`src/rtl/standoff_round_ctrl.sv`:
```
// standoff_round_ctrl: round sequencer ahead of the outcome calculator.
// Runs countdown -> collection window -> reveal, edge-detects each player's
// one-hot buttons, locks the first valid press and presents stable choices
// during the reveal window.
// Optional feature: define AMMO_TRACK_EN to enable per-player ammo tracking
// (SHOOT gated by ammo, RELOAD refills up to MAX_AMMO).
module standoff_round_ctrl #(
  parameter int unsigned TICK_DIV      = 50_000_000,
  parameter int unsigned COUNT_TICKS   = 3,
  parameter int unsigned COLLECT_TICKS = 2,
  parameter int unsigned REVEAL_CYCLES = 4,
  parameter int unsigned MAX_AMMO      = 1
) (
  input  logic       clk,
  input  logic       reset,
  input  logic       start,
  input  logic [3:0] p1_btn,
  input  logic [3:0] p2_btn,
  output logic [3:0] p1_choice,
  output logic [3:0] p2_choice,
  output logic       reveal_valid,
  output logic       collect_open,
  output logic [3:0] countdown,
  output logic       p1_locked,
  output logic       p2_locked,
  output logic [7:0] round_num,
  output logic [1:0] p1_ammo,
  output logic [1:0] p2_ammo
);

`ifdef AMMO_TRACK_EN
  localparam bit AMMO_EN = 1'b1;
`else
  localparam bit AMMO_EN = 1'b0;
`endif

  localparam logic [3:0] C_RELOAD = 4'b1000;
  localparam logic [3:0] C_SHOOT  = 4'b0100;
  localparam logic [3:0] C_WAIT   = 4'b0010;
  localparam logic [3:0] C_DODGE  = 4'b0001;

  // One counter serves both the tick divider and the reveal hold.
  localparam int unsigned CNT_MAX = (TICK_DIV > REVEAL_CYCLES) ? TICK_DIV : REVEAL_CYCLES;
  localparam int unsigned TW      = (CNT_MAX > 1) ? $clog2(CNT_MAX) : 1;
  localparam int unsigned CW      = (COLLECT_TICKS > 1) ? $clog2(COLLECT_TICKS) : 1;

  localparam logic [TW-1:0] TICK_LAST = TW'(TICK_DIV - 1);
  localparam logic [TW-1:0] REV_LAST  = TW'(REVEAL_CYCLES - 1);
  localparam logic [CW-1:0] COLL_LAST = CW'(COLLECT_TICKS - 1);
  localparam logic [1:0]    AMMO_CAP  = 2'(MAX_AMMO);

  typedef enum logic [1:0] {
    S_IDLE,
    S_COUNTDOWN,
    S_COLLECT,
    S_REVEAL
  } state_t;

  state_t        state_q, state_d;
  logic [TW-1:0] tick_q, tick_d;
  logic [CW-1:0] coll_q, coll_d;
  logic [3:0]    p1_prev_q, p1_prev_d, p2_prev_q, p2_prev_d;
  logic [3:0]    p1_code_q, p1_code_d, p2_code_q, p2_code_d;
  logic [3:0]    p1_choice_q, p1_choice_d, p2_choice_q, p2_choice_d;
  logic          reveal_valid_q, reveal_valid_d;
  logic          collect_open_q, collect_open_d;
  logic [3:0]    countdown_q, countdown_d;
  logic          p1_locked_q, p1_locked_d, p2_locked_q, p2_locked_d;
  logic [7:0]    round_num_q, round_num_d;
  logic [1:0]    p1_ammo_q, p1_ammo_d, p2_ammo_q, p2_ammo_d;

  logic [3:0]    p1_press, p2_press;
  logic          p1_acc, p2_acc;
  logic [3:0]    p1_final, p2_final;

  // True for exactly one of the four legal one-hot codes.
  function automatic logic is_code(input logic [3:0] v);
    return (v == C_RELOAD) || (v == C_SHOOT) || (v == C_WAIT) || (v == C_DODGE);
  endfunction

  // SHOOT needs ammo only when tracking is enabled.
  function automatic logic can_take(input logic [3:0] v, input logic [1:0] ammo);
    return is_code(v) && ((v != C_SHOOT) || !AMMO_EN || (ammo != 2'd0));
  endfunction

  // Ammo after the revealed choice: SHOOT spends, RELOAD refills to the cap.
  function automatic logic [1:0] next_ammo(input logic [1:0] ammo, input logic [3:0] code);
    logic [1:0] res;
    res = ammo;
    if (!AMMO_EN) begin
      res = 2'd0;
    end else if ((code == C_SHOOT) && (ammo != 2'd0)) begin
      res = ammo - 2'd1;
    end else if ((code == C_RELOAD) && (ammo < AMMO_CAP)) begin
      res = ammo + 2'd1;
    end
    return res;
  endfunction

  // Rising-edge press detection and acceptance for both players.
  always_comb begin
    p1_press = p1_btn & ~p1_prev_q;
    p2_press = p2_btn & ~p2_prev_q;
    p1_acc   = (state_q == S_COLLECT) && !p1_locked_q && can_take(p1_press, p1_ammo_q);
    p2_acc   = (state_q == S_COLLECT) && !p2_locked_q && can_take(p2_press, p2_ammo_q);
    p1_final = p1_acc ? p1_press : (p1_locked_q ? p1_code_q : 4'b0000);
    p2_final = p2_acc ? p2_press : (p2_locked_q ? p2_code_q : 4'b0000);
  end

  // Round sequencer: next state and all registered outputs.
  always_comb begin
    state_d        = state_q;
    tick_d         = tick_q;
    coll_d         = coll_q;
    p1_prev_d      = p1_btn;
    p2_prev_d      = p2_btn;
    p1_code_d      = p1_code_q;
    p2_code_d      = p2_code_q;
    p1_choice_d    = p1_choice_q;
    p2_choice_d    = p2_choice_q;
    reveal_valid_d = reveal_valid_q;
    collect_open_d = collect_open_q;
    countdown_d    = countdown_q;
    p1_locked_d    = p1_locked_q;
    p2_locked_d    = p2_locked_q;
    round_num_d    = round_num_q;
    p1_ammo_d      = p1_ammo_q;
    p2_ammo_d      = p2_ammo_q;

    if (p1_acc) begin
      p1_code_d   = p1_press;
      p1_locked_d = 1'b1;
    end
    if (p2_acc) begin
      p2_code_d   = p2_press;
      p2_locked_d = 1'b1;
    end

    unique case (state_q)
      S_IDLE: begin
        if (start) begin
          state_d     = S_COUNTDOWN;
          countdown_d = 4'(COUNT_TICKS);
          tick_d      = '0;
          coll_d      = '0;
          p1_locked_d = 1'b0;
          p2_locked_d = 1'b0;
          p1_code_d   = 4'b0000;
          p2_code_d   = 4'b0000;
        end
      end

      S_COUNTDOWN: begin
        if (tick_q == TICK_LAST) begin
          tick_d = '0;
          if (countdown_q <= 4'd1) begin
            state_d        = S_COLLECT;
            countdown_d    = 4'd0;
            collect_open_d = 1'b1;
          end else begin
            countdown_d = countdown_q - 4'd1;
          end
        end else begin
          tick_d = tick_q + TW'(1);
        end
      end

      S_COLLECT: begin
        if (tick_q == TICK_LAST) begin
          tick_d = '0;
          if (coll_q == COLL_LAST) begin
            state_d        = S_REVEAL;
            collect_open_d = 1'b0;
            reveal_valid_d = 1'b1;
            p1_choice_d    = p1_final;
            p2_choice_d    = p2_final;
            p1_ammo_d      = next_ammo(p1_ammo_q, p1_final);
            p2_ammo_d      = next_ammo(p2_ammo_q, p2_final);
          end else begin
            coll_d = coll_q + CW'(1);
          end
        end else begin
          tick_d = tick_q + TW'(1);
        end
      end

      S_REVEAL: begin
        if (tick_q == REV_LAST) begin
          state_d        = S_IDLE;
          tick_d         = '0;
          reveal_valid_d = 1'b0;
          p1_choice_d    = 4'b0000;
          p2_choice_d    = 4'b0000;
          p1_locked_d    = 1'b0;
          p2_locked_d    = 1'b0;
          round_num_d    = round_num_q + 8'd1;
        end else begin
          tick_d = tick_q + TW'(1);
        end
      end

      default: state_d = S_IDLE;
    endcase
  end

  // State and output registers with synchronous reset.
  always_ff @(posedge clk) begin
    if (reset) begin
      state_q        <= S_IDLE;
      tick_q         <= '0;
      coll_q         <= '0;
      p1_prev_q      <= 4'b0000;
      p2_prev_q      <= 4'b0000;
      p1_code_q      <= 4'b0000;
      p2_code_q      <= 4'b0000;
      p1_choice_q    <= 4'b0000;
      p2_choice_q    <= 4'b0000;
      reveal_valid_q <= 1'b0;
      collect_open_q <= 1'b0;
      countdown_q    <= 4'd0;
      p1_locked_q    <= 1'b0;
      p2_locked_q    <= 1'b0;
      round_num_q    <= 8'd0;
      p1_ammo_q      <= 2'd0;
      p2_ammo_q      <= 2'd0;
    end else begin
      state_q        <= state_d;
      tick_q         <= tick_d;
      coll_q         <= coll_d;
      p1_prev_q      <= p1_prev_d;
      p2_prev_q      <= p2_prev_d;
      p1_code_q      <= p1_code_d;
      p2_code_q      <= p2_code_d;
      p1_choice_q    <= p1_choice_d;
      p2_choice_q    <= p2_choice_d;
      reveal_valid_q <= reveal_valid_d;
      collect_open_q <= collect_open_d;
      countdown_q    <= countdown_d;
      p1_locked_q    <= p1_locked_d;
      p2_locked_q    <= p2_locked_d;
      round_num_q    <= round_num_d;
      p1_ammo_q      <= p1_ammo_d;
      p2_ammo_q      <= p2_ammo_d;
    end
  end

  assign p1_choice    = p1_choice_q;
  assign p2_choice    = p2_choice_q;
  assign reveal_valid = reveal_valid_q;
  assign collect_open = collect_open_q;
  assign countdown    = countdown_q;
  assign p1_locked    = p1_locked_q;
  assign p2_locked    = p2_locked_q;
  assign round_num    = round_num_q;
  assign p1_ammo      = p1_ammo_q;
  assign p2_ammo      = p2_ammo_q;

endmodule

```
`config.mk`:
```
export PLATFORM = sky130hd
export DESIGN_NAME = standoff_round_ctrl
export DESIGN_NICKNAME = d
export VERILOG_FILES = /design/src/rtl/standoff_round_ctrl.sv
export SDC_FILE = /design/constraint.sdc
export NUM_CORES = 1
export LEC_CHECK = 0
export BUFFER_PORTS_ARGS = -buffer_cell sky130_fd_sc_hd__buf_4
export CAP_MARGIN = 20
export CORE_ASPECT_RATIO = 1.75
export CORE_UTILIZATION = 50
export DETAILED_ROUTE_END_ITERATION = 8
export GPL_TIMING_DRIVEN = 0
export MAX_ROUTING_LAYER = met4
export PLACE_DENSITY = 0.8
export SETUP_SLACK_MARGIN = 0.02
export SLEW_MARGIN = 20
export SYNTH_ARGS = -nofsm -noshare
export SYNTH_HDL_FRONTEND = slang
export SYNTH_SLANG_ARGS = --single-unit
export TNS_END_PERCENT = 100
```
`constraint.sdc`:
```
create_clock -name clk -period 2.3 [get_ports clk]
set_input_delay 0.575 -clock clk [delete_from_list [all_inputs] [get_ports clk]]
set_output_delay 0.575 -clock clk [all_outputs]
set_load 0.01 [all_outputs]
```
Word-level counts from Yosys, hierarchy flattened. Index checks and enable logic that the tools add are counted.

Add/subtract/negate cells: 4. Magnitude comparators: 1. Equal/unequal tests: 19. Multiplexer cells: 53. Bitwise logic cells: 4. Reduce and logical (&&, ||, !) cells: 24.

Operators with widths (number): $mux W26 (3); $pmux W26 S3 (1); $mux W4 (18); $add A26 B1 Y26 const B (1); $eq A26 B2 Y1 const B (1); $eq A26 B26 Y1 const B (1); $pmux W4 S2 (3); $mux W1 (16); $mux W2 (6); $ne A2 B2 Y1 const B (5); $pmux W1 S2 (5); $add A8 B1 Y8 const B (1); $and A4 B4 Y4 (2); $eq A4 B1 Y1 const B (2); $eq A4 B2 Y1 const B (2); $eq A4 B3 Y1 const B (2); $eq A4 B4 Y1 const B (2); $not A4 Y4 (2); $pmux W2 S4 (1); $reduce_bool A2 Y1 (4); $logic_or A1 B1 Y1 (6); $reduce_and A3 Y1 (2); $reduce_and A6 Y1 (1); $reduce_and A5 Y1 (1); other kinds (12) (17).

Bits in registers: 69. Input bits: 11. Output and inout bits: 28. Logic and storage cells: 120.

Depth between registers and ports, before layout. Gate-level depths: netlist of run 1.

Depth in word-level cells: 11. Mapped depth: 8. Mapped depth without buffers: 7.

Worst setup path before layout of run 1. Ideal clock, no wire load.

Kind: flip-flop to flip-flop. Start point: register state_q[0]. End point: register tick_q[20]. Setup time: 0.117 ns. Data arrival time: 1.719 ns. Data required time: 2.183 ns. Path slack: 0.464 ns. Stages on the path, launching flop included: 9. Buffers on the path: 1. Clock period less this slack: 1.836 ns. Path through: dfxtp_1 > inv_1 > ha_1 > nand2b_1 > clkbuf_1 > nand3_1 > nor4_1 > xnor2_1 > nor2_1.

Longest elaborated chain between the ends: 3. Elaborated cells between the ends (all ways): 7. Those cells by class: 4 x eq/ne; 1 x mux; 2 x reduce/logical.

Ends and longest elaborated chain: start, declared (line 59) `state_t state_q, state_d;`; start signal, assigned (line 227) `state_q <= state_d;`; $eq A2 B2 Y1 or $eq A2 B1 Y1 (tied branches) (line 139) `unique case (state_q)`; $reduce_or A2 Y1 (no line); $pmux W26 S3 (line 139); end signal, assigned (line 228) `tick_q <= tick_d;`; end, declared (line 60) `logic [TW-1:0] tick_q, tick_d;`.

Parallel ways exist; a longest one is shown, timed or not. A chain may end at the register's enable or synchronous reset.

Worst setup path in the final report of run 1.
Start point: register state_q[0]. End point: register tick_q[18].

The elaborated chain is that of the path after synthesis.

==> impl_results.md, run 1 <==
* Final setup TNS at 0 ns
* CTS Hold Bufs at 0
* Number of max-cap violations at 0
* Async SR Flop Fraction at 0
* Final estimated routing congestion in global placement at 0.8689
* Worst Reg2Reg Path Length in Cells at 8
* Worst setup slack before clock tree synthesis at -0.06410 ns
* Final cell utilization of the core at 0.6254
* Fraction of layout cells with a size suffix above 1 at 0.1749
* Number of CTS-inserted buffers at 9
* Final min period at 2.174 ns
* Number of synthesized flops with an enable pin at 0
* Total vias in the final route at 3462
* Hold worst-path end: p1_choice[3]
* DR WL/cell at 15.93 um
* Site Rows at 40
* Buffers from clock root to sink, at most at 2
* Number of primary I/O pins at 39
* Maximum fanout along the worst path at 10
* Remaining design rule violation count at 0
* Detailed-router iteration count before antenna repair at 4
* Area of the placeable core at 6957 um^2
* Max-slew headroom at 0.6384
* Number of input and output port buffers inserted at 34
* RSZ-0062 raised after global routing: yes
* Overall overflow remaining after global route at 0
* Synth cell types at 60
* Filler cell count in the final layout at 591
* Prevailing post-synth register cell: sky130_fd_sc_hd__dfxtp_1
* Final non-filler cell area at 4350 um^2
* Pin count of the biggest net entering global routing at 12
* Post-synthesis instance total at 431
* Setup slack on the worst flop-to-flop path at 0.13 ns
* Arrival time at the worst endpoint at 2.40 ns
* Number of global-route vias before repair at 3403
* Worst Max-Slew Pin Slew at 0.5425 ns
* Die outline height at 115.0 um
* Area fraction of the dominant cell type after synthesis at 0.3783
* Maximum vdd ir drop at 0.4573 mV
* Post-detail-place hpwl at 6.603 mm
* Max H-tree Level at 3
* FF+latch count, synth at 69
* Antenna Cells at 0
* Clock root buffer master: sky130_fd_sc_hd__clkbuf_16
* Leak Pwr at 1.559 nW
* Number of sinks handled by clock tree synthesis at 69
* Top area cells in the synthesized netlist: sky130_fd_sc_hd__dfxtp_1, sky130_fd_sc_hd__nor2_1, sky130_fd_sc_hd__xnor2_1, sky130_fd_sc_hd__nor2b_1, sky130_fd_sc_hd__a21oi_1
* Synthesis-to-layout area growth at 19.16%
* Iteration-0 DRC Markers at 208
* Area taken by multi-input logic gates at 2150 um^2
* DIE WIDTH at 66.60 um
* Sequential standard cell area at 1381 um^2
* Startpoint-to-endpoint class of the critical path: reg -> reg
* Tightest Hold Check Type: reg -> reg
* Final ANT Viol Nets at 0
* Ys Warns at 0
* Final hold violations at 0
* Portion of the clock cycle consumed by the worst path in the final layout at 0.9454
* Post-layout worst setup margin at 0.1257 ns
* Area of the die at 7661 um^2
* Startpoint class of the critical path: flop
* Worst min-delay path startpoint: p1_choice[3]
* Number of nets at the end of the flow at 501
* Hold depth at 1
* Mean area per synthesized cell at 8.471 um^2
* Leading area contributor after synthesis: sky130_fd_sc_hd__dfxtp_1
* Share of the yosys chip area belonging to registers at 0.3783
* Final Skew at 0.005538 ns
* Critical Path End Type: flop
* First-pass GRT wire length at 14.84 mm
* Via/cell ratio at 6.074
* Netlist area before placement at 3651 um^2
* Count of endpoints failing setup in the final report at 0
* Post-place instance area at 4023 um^2
* Power Density at 833.7 nW/um^2
* DRT Wirelength at 9.079 mm
* Status: finished clean
* Clock Pin Slew Worst Setup and Hold Paths at 0.05 ns
* Number of antenna violations at the first check in global routing at 0
* End of the worst register-to-register path: tick_q[18]
* Clock tree from TritonCTS: done
* WP data required at 2.52 ns
* Fmax at 459.9 MHz
* Fin. max-slew vios at 0
* Total track usage at 0.2591
* Starting density of the core at 0.5248
* R2R Path Start: state_q[0]
* Clock network latency to the later pin of the worst-skew pair at 0.34 ns
[state kept, by name, summed over array words and instances (netlist names)]
signal,count
p2_prev_q,4
p1_prev_q,4
round_num,8
p1_code_q,4
p2_locked,1
p1_locked,1
state_q,2
collect_open,1
p2_choice,4
coll_q,1
reveal_valid,1
tick_q,26
p2_code_q,4
p1_choice,4
countdown,4
[where the power goes]
part | total, W | leakage [nW] | internal, W | switching [W]
clock | 0.00136 | 0.149 | 0.000860 | 0.000499
sequential | 0.00131 | 0.559 | 0.00125 | 0.0000542
combinational | 0.000960 | 0.850 | 0.000359 | 0.000601
[per-layer routing]
| metal | share of wire | GRT usage |
|---|---|---|
| met5 | 0 | - |
| met4 | 0.044 | 0.1617 |
| met3 | 0.038 | 0.05258 |
| met2 | 0.55 | 0.4700 |
| met1 | 0.37 | 0.2367 |
[cell usage in the layout, fill, tap and decap left out, drive strengths merged, types with 19 or more instances in the layout]
master and count:
a21oi 23, buf 47, clkbuf 21, dfxtp 69, nand2 27, nand3 22, nor2 45, nor2b 19
nor3 19, o21ai 19
[cell families after synthesis]
family / after synthesis / synth area share
adder cells (fa/ha/maj): 9 / 0.03084
multiplexers: 2 / 0.005483
AND/OR/NAND/NOR: 201 / 0.3023
flip-flops: 69 / 0.3783
XOR/XNOR: 23 / 0.05517
AO/OA/AOI/OAI: 94 / 0.1857
buffers and inverters: 32 / 0.04112
other: 1 / 0.001027
[worst max-delay path, stage by stage, from the launching register on]
cell and delay [ns]:
sky130_fd_sc_hd__dfxtp_1 0.38, sky130_fd_sc_hd__inv_1 0.10, sky130_fd_sc_hd__ha_1 0.27, sky130_fd_sc_hd__nand2b_1 0.18, sky130_fd_sc_hd__clkbuf_2 0.27, sky130_fd_sc_hd__nand3_1 0.25, sky130_fd_sc_hd__nor4_1 0.39, sky130_fd_sc_hd__xnor2_1 0.17
sky130_fd_sc_hd__nor2_1 0.05
[cell type report]
class / count / share of cell area
buffer: 21 / 0.02531
clock buffer: 11 / 0.05580
clock inverter: 5 / 0.01150
inverter: 11 / 0.009491
multi-input combinational: 333 / 0.4941
sequential: 69 / 0.3175
tap: 84 / 0.02416
timing repair buffer: 36 / 0.06212
[synthesized netlist by cell type (3+ instances only)]
library cell and count:
sky130_fd_sc_hd__and3_1 6, sky130_fd_sc_hd__nor3_1 16, sky130_fd_sc_hd__nor4_1 10, sky130_fd_sc_hd__o2bb2ai_1 6, sky130_fd_sc_hd__nand2_1 27, sky130_fd_sc_hd__xnor2_1 17
sky130_fd_sc_hd__and4_1 7, sky130_fd_sc_hd__a31o_2 5, sky130_fd_sc_hd__buf_4 4, sky130_fd_sc_hd__nor2b_1 19, sky130_fd_sc_hd__clkbuf_1 9, sky130_fd_sc_hd__inv_1 10
sky130_fd_sc_hd__and2_1 3, sky130_fd_sc_hd__or3_1 5, sky130_fd_sc_hd__o21ai_1 4, sky130_fd_sc_hd__nand3_1 21, sky130_fd_sc_hd__o21ai_0 14, sky130_fd_sc_hd__o2111a_1 4
sky130_fd_sc_hd__nand2b_1 12, sky130_fd_sc_hd__nand4_1 17, sky130_fd_sc_hd__buf_2 5, sky130_fd_sc_hd__dfxtp_1 69, sky130_fd_sc_hd__nor3_2 3, sky130_fd_sc_hd__ha_1 9
sky130_fd_sc_hd__a21oi_1 23, sky130_fd_sc_hd__nor2_1 45, sky130_fd_sc_hd__a31oi_1 3, sky130_fd_sc_hd__or4_1 4, sky130_fd_sc_hd__o211ai_1 5, sky130_fd_sc_hd__xor2_1 6
[per-stage QoR]
stage | hold WS, ns | power [W] | cells
2_1_floorplan | 0.4439 | 0.001995 | 434
3_3_place_gp | 0.4468 | 0.002223 | 552
3_5_place_dp | 0.4479 | 0.002249 | 552
4_1_cts | 0.4642 | 0.003610 | 568
5_1_grt | 0.4715 | 0.003790 | 570
6_report | 0.4638 | 0.003627 | 570
[worst max path at each step]
stage / startpoint / to / cells past startpoint
floorplan: state_q[0] / tick_q[20] / 8
global placement: state_q[0] / tick_q[22] / 8
detailed placement: state_q[0] / tick_q[20] / 8
CTS: tick_q[0] / tick_q[13] / 7
global route: state_q[0] / tick_q[18] / 8
finish: state_q[0] / tick_q[18] / 8
[repair_timing]
item / in CTS / in global routing
resized for setup: 1 / 3
cloned: 0 / 0
pin swaps: 0 / 1
endpoints found under the setup margin: 3 / 8
endpoints found under the hold margin: 0 / 0
setup buffers: 0 / 2
Note: power is estimated with default switching activity, not from simulation.
==> run 2, diff against run 1 <==
Settings changed: CORE_MARGIN set to 2.
==> impl_results.md, run 2 (synthesis gave the netlist of run 1 again) <==
* Post-place instance area at 4025 um^2
* Number of max-cap violations at 0
* R2R Path Start: tick_q[20]
* Internal Dissipation at 0.002386 W
* Logic pwr share at 0.270
* RSZ-0062 raised after global routing: no
* Worst Max-Slew Pin Slew at 0.5802 ns
* Commonest cells after routing, fill and taps aside: sky130_fd_sc_hd__dfxtp_1, sky130_fd_sc_hd__nor2_1, sky130_fd_sc_hd__buf_4
* Number of sinks handled by clock tree synthesis at 69
* Number of global-route vias before repair at 3351
* Site Rows at 41
* Die outline height at 117.0 um
* Clock root buffer master: sky130_fd_sc_hd__clkbuf_16
* Total track usage at 0.2450
* DR WL/cell at 16.12 um
* Setup slack on the worst flop-to-flop path at 0.14 ns
* Maximum fanout along the worst path at 5
* Hold depth at 1
* Worst min-delay path startpoint: p2_choice[2]
* Number of CTS-inserted buffers at 9
* Sequential share of power at 0.369
* Power Density at 817.2 nW/um^2
* Area of the placeable core at 7131 um^2
* Maximum vdd ir drop at 0.4546 mV
* CTS Hold Bufs at 0
* Final estimated routing congestion in global placement at 0.9025
* Hold worst-path end: p2_choice[2]
* Power after layout at 0.003544 W
* Max-slew headroom at 0.6096
* Clock tree from TritonCTS: done
* Critical Path End Type: flop
* Pin count of the biggest net entering global routing at 12
* Number of input and output port buffers inserted at 34
* Clock network latency to the later pin of the worst-skew pair at 0.34 ns
* DIE WIDTH at 68.60 um
* WP data required at 2.55 ns
* Antenna Cells at 0
* First-pass GRT wire length at 14.51 mm
* Tightest Hold Check Type: reg -> reg
* Sequential standard cell area at 1381 um^2
* Iteration-0 DRC Markers at 214
* Arrival time at the worst endpoint at 2.42 ns
* Switching share of power at 0.3268
* Number of antenna violations at the first check in global routing at 0
* Register with the most flip-flops: tick_q
* NetSw at 0.001158 W
* DRT Wirelength at 9.207 mm
* Starting density of the core at 0.5120
* Final non-filler cell area at 4337 um^2
* Count of endpoints failing setup in the final report at 0
* Max H-tree Level at 3
* Overall overflow remaining after global route at 0
* Post-layout worst setup margin at 0.1355 ns
* Clock Pin Slew Worst Setup and Hold Paths at 0.05 ns
* Startpoint-to-endpoint class of the critical path: reg -> reg
* Area taken by multi-input logic gates at 2155 um^2
* Worst Reg2Reg Path Length in Cells at 5
* Status: finished clean
* Portion of the clock cycle consumed by the worst path in the final layout at 0.9411
* Final Skew at 0.005339 ns
* Leak Pwr at 1.542 nW
* Post-detail-place hpwl at 6.748 mm
* Fmax at 462.0 MHz
* Worst setup slack before clock tree synthesis at -0.03375 ns
* Number of primary I/O pins at 39
* Buffers from clock root to sink, at most at 2
* Flip-flop count of the largest register, all copies and words added at 26
* Filler cell count in the final layout at 628
* Worst hold slack across all endpoints at 0.4583 ns
* Detailed-router iteration count before antenna repair at 5
* Final hold violations at 0
* Final min period at 2.165 ns
* Final ANT Viol Nets at 0
* Most common library cell in the layout ignoring fill and taps: sky130_fd_sc_hd__dfxtp_1
* End of the worst register-to-register path: round_num[7]
* Clock power frac at 0.361
* Remaining design rule violation count at 0
* Synthesis-to-layout area growth at 18.78%
* Fraction of layout cells with a size suffix above 1 at 0.1753
* Total vias in the final route at 3447
* Startpoint class of the critical path: flop
* Via/cell ratio at 6.037
* Fin. max-slew vios at 0
* Area of the die at 8028 um^2
* Number of nets at the end of the flow at 500
run 2: worst max-delay path, stage by stage (launching register included):
cell and delay [ns]:
sky130_fd_sc_hd__dfxtp_1 0.34, sky130_fd_sc_hd__nor4_1 0.56, sky130_fd_sc_hd__and4_1 0.32, sky130_fd_sc_hd__nand3_2 0.13, sky130_fd_sc_hd__or4_1 0.55, sky130_fd_sc_hd__a21oi_1 0.19
run 2: repair_timing:
action,CTS,global route
pin swaps,0,1
buffers inserted,0,1
setup endpoints to repair,2,13
gates resized for setup,1,4
run 2: worst max-delay path by stage:
stage                          start      endpoint  slack, ns  cells past startpoint
after floorplan           state_q[0]    tick_q[20]       0.46                      8
after global placement    state_q[0]    tick_q[22]      -0.02                      8
after detailed placement  state_q[1]    tick_q[20]      -0.03                      8
after CTS                 state_q[1]    tick_q[20]       0.16                      8
after global routing       tick_q[0]    tick_q[11]       0.08                      7
final                     tick_q[20]  round_num[7]       0.14                      5
run 2: per-layer routing:
metal  vias to the layer above  GRT usage  share of wire
li1                       1676          -              -
met1                      1647     0.2236           0.37
met2                        99     0.4442           0.55
met3                        25    0.04589          0.041
met4                         0     0.1560          0.036
met5                         -          -              0
run 2: metrics by stage:
| stage | utilization | setup TNS (ns) | cells |
|---|---|---|---|
| floorplan | - | 0 | 434 |
| global placement | 0.5645 | -0.02360 | 554 |
| detailed placement | 0.5645 | -0.03375 | 554 |
| CTS | 0.6038 | 0 | 570 |
| global route | 0.6082 | 0 | 571 |
| finish | 0.6082 | 0 | 571 |
run 2: layout make-up:
cell class / instances / area share
tap: 86 / 0.02481
multi-input combinational: 333 / 0.4968
clock inverter: 4 / 0.005193
timing repair buffer: 35 / 0.06059
sequential: 69 / 0.3185
inverter: 11 / 0.009521
clock buffer: 12 / 0.05915
buffer: 21 / 0.02539
run 2: power groups by stage:
stage               Sequential, W  Clock [W]  Combinational, W
CTS                       0.00131    0.00130          0.000934
detailed placement        0.00133          0          0.000929
floorplan                 0.00133          0          0.000664
global route              0.00131    0.00134           0.00104
finish                    0.00131    0.00128          0.000956
global placement          0.00133          0          0.000904
==> run 3, diff against run 2 <==
Settings changed: ABC_AREA set to 1, PLACE_DENSITY 0.8 to 0.79.
Clock period 2.3 ns to 2.51 ns, I/O delays scaled along.
==> impl_results.md, run 3 <==
* Max H-tree Level at 3
* First-pass GRT wire length at 15.81 mm
* Number of synthesized flops with an enable pin at 0
* Dominant cell by count in the synthesized netlist: sky130_fd_sc_hd__nand2_1
* Clock root buffer master: sky130_fd_sc_hd__clkbuf_16
* RSZ-0062 raised after global routing: no
* Filler-free cell count of the finished design at 708
* Starting density of the core at 0.5086
* Number of placed instances with taps included at 692
* Async SR Flop Fraction at 0
* Clock power frac at 0.338
* Max-slew headroom at 0.5687
* Final Skew at 0.004214 ns
* Clock Pin Slew Worst Setup and Hold Paths at 0.05 ns
* Most common library cell in the layout ignoring fill and taps: sky130_fd_sc_hd__nand2_1
* Final cell utilization of the core at 0.5984
* CTS Hold Bufs at 0
* FF+latch count, synth at 69
* Startpoint class of the critical path: flop
* Maximum fanout along the worst path at 10
* Final setup TNS at 0 ns
* DRT Wirelength at 9.625 mm
* Via/cell ratio at 5.260
* Xor and xnor area share after synthesis at 0.04847
* Final min period at 2.047 ns
* Final estimated routing congestion in global placement at 0.9074
* Final ANT Viol Nets at 0
* Clock tree from TritonCTS: done
* Internal Dissipation at 0.002379 W
* Number of antenna violations at the first check in global routing at 0
* Tightest Hold Check Type: reg -> reg
* Number of max-cap violations at 0
* Leading area contributor after synthesis: sky130_fd_sc_hd__dfxtp_1
* Share of the yosys chip area belonging to registers at 0.3640
* Quantity of gates resized following cts at 0
* Iteration-0 DRC Markers at 164
* Die outline height at 119.3 um
* Flip-flop count of the largest register, all copies and words added at 26
* Clock network latency to the later pin of the worst-skew pair at 0.34 ns
* Simple-gate area share of the yosys netlist at 0.3828
* Switching share of power at 0.3581
* Area of the die at 8330 um^2
* Final non-filler cell area at 4466 um^2
* Number of input and output port buffers inserted at 34
* Remaining design rule violation count at 0
* Number of setup buffers added after CTS at 0
* Power Density at 829.9 nW/um^2
* Commonest cells post-synth: sky130_fd_sc_hd__nand2_1, sky130_fd_sc_hd__nor2_1, sky130_fd_sc_hd__dfxtp_1
* Maximum vdd ir drop at 0.6458 mV
* Post-place instance area at 4172 um^2
* Netlist area before placement at 3795 um^2
* Number of nets at the end of the flow at 635
* Sequential share of power at 0.341
* Post-synthesis instance total at 567
* Synth cell types at 34
* Overall overflow remaining after global route at 0
* Arithmetic-cell share of the synthesized area counting full adders, half adders and majority gates at 0.02967
* Number of CTS-inserted buffers at 9
* Portion of the clock cycle consumed by the worst path in the final layout at 0.8157
* Largest family of logic cells by synthesized area: simple AND/OR/NAND/NOR gates
* NetSw at 0.001327 W
* Count of endpoints failing setup in the final report at 0
* Number of sinks handled by clock tree synthesis at 69
* DIE WIDTH at 69.86 um
* Site Rows at 42
* Pin count of the biggest net entering global routing at 12
* Post-detail-place hpwl at 7.377 mm
* Leak Pwr at 1.825 nW
* Share of the synthesized area in compound gates (AO/OA/AOI/OAI) at 0.09001
* Synthesis-to-layout area growth at 17.67%
* Total vias in the final route at 3724
* Worst Max-Slew Pin Slew at 0.6445 ns
* Number of global-route vias before repair at 3786
* WP data required at 2.78 ns
* DR WL/cell at 13.59 um
* Register with the most flip-flops: tick_q
* Status: finished clean
* Antenna Cells at 0
* Total track usage at 0.2469
* Area fraction of the dominant cell type after synthesis at 0.3640
* Ys Warns at 0
* Logic pwr share at 0.321
* Number of primary I/O pins at 39
* Detailed-router iteration count before antenna repair at 5
* Commonest cells after routing, fill and taps aside: sky130_fd_sc_hd__nand2_1, sky130_fd_sc_hd__nor2_1, sky130_fd_sc_hd__dfxtp_1
* Buffers from clock root to sink, at most at 2
* Startpoint-to-endpoint class of the critical path: reg -> reg
* Fraction of layout cells with a size suffix above 1 at 0.1419
* Prevailing post-synth register cell: sky130_fd_sc_hd__dfxtp_1
* Fmax at 488.4 MHz
* Critical Path End Type: flop
* Final hold violations at 0
* Fin. max-slew vios at 0
* Mean area per synthesized cell at 6.693 um^2
* Top area cells in the synthesized netlist: sky130_fd_sc_hd__dfxtp_1, sky130_fd_sc_hd__nand2_1, sky130_fd_sc_hd__nor2_1, sky130_fd_sc_hd__inv_1, sky130_fd_sc_hd__a21oi_1
* Filler cell count in the final layout at 705
* Area of the placeable core at 7462 um^2
* Arrival time at the worst endpoint at 2.31 ns
* Post-synthesis mux area share at 0
==> run 3: logic make-up (layout without fill, tap and decap cells) <==
group                    count (synthesis)  in the layout
AND/OR/NAND/NOR                        329            329
buffers and inverters                   74            124
flip-flops                              69             69
AO/OA/AOI/OAI                           64             64
XOR/XNOR                                21             21
adder cells (fa/ha/maj)                  9              9
other                                    1              4
==> run 3: through the flow <==
| stage | hold slack [ns] | power, W | worst slack [ns] |
|---|---|---|---|
| after floorplan | 0.4402 | 0.002112 | 0.8742 |
| after detailed placement | 0.4570 | 0.002440 | 0.5173 |
| final | 0.4684 | 0.003706 | 0.4627 |
| after CTS | 0.4649 | 0.003707 | 0.4844 |
| after global placement | 0.4480 | 0.002407 | 0.5542 |
| after global routing | 0.4824 | 0.003898 | 0.3150 |
==> run 3: final cells by class <==
type / instances / area [um^2] / area share
flip-flops and latches: 69 / 1381 / 0.3093
multi-input cells: 427 / 2106 / 0.4716
plain buffers: 14 / 88.84 / 0.01989
repair buffers: 34 / 255.2 / 0.05716
clock inverters: 4 / 47.55 / 0.01065
well taps: 88 / 110.1 / 0.02466
inverters: 60 / 230.2 / 0.05156
clock buffers: 12 / 246.5 / 0.05520
==> run 3: routing by layer <==
metal  global-route usage  wire [um]
met1               0.2058       3360
met2               0.4589       5231
met3              0.03384        316
met4               0.2139        718
met5                    -          0
==> run 3: critical path, stage by stage, from the launching register on <==
cell	delay (ns)
sky130_fd_sc_hd__dfxtp_1	0.39
sky130_fd_sc_hd__inv_1	0.10
sky130_fd_sc_hd__ha_1	0.24
sky130_fd_sc_hd__inv_1	0.08
sky130_fd_sc_hd__nor2_1	0.08
sky130_fd_sc_hd__buf_2	0.21
sky130_fd_sc_hd__nor2_1	0.52
sky130_fd_sc_hd__o2111ai_1	0.20
sky130_fd_sc_hd__a21oi_1	0.15
==> run 3: path summary, 6_finish.rpt <==
check / cells after the start / endpoint / from / slack (ns)
hold reg to reg: 2 / p1_code_q[1] / p1_code_q[1] / 0.47
setup / recovery: 8 / tick_q[10] / state_q[0] / 0.46
hold / removal: 2 / p1_code_q[1] / p1_code_q[1] / 0.47
setup reg to reg: 8 / tick_q[10] / state_q[0] / 0.46
==> run 3: power by group through the flow <==
stage / registers (W) / clock network, W / logic, W
CTS: 0.00126 / 0.00127 / 0.00118
finish: 0.00126 / 0.00125 / 0.00119
global route: 0.00127 / 0.00131 / 0.00132
detailed placement: 0.00128 / 0 / 0.00116
global placement: 0.00127 / 0 / 0.00113
floorplan: 0.00129 / 0 / 0.000821
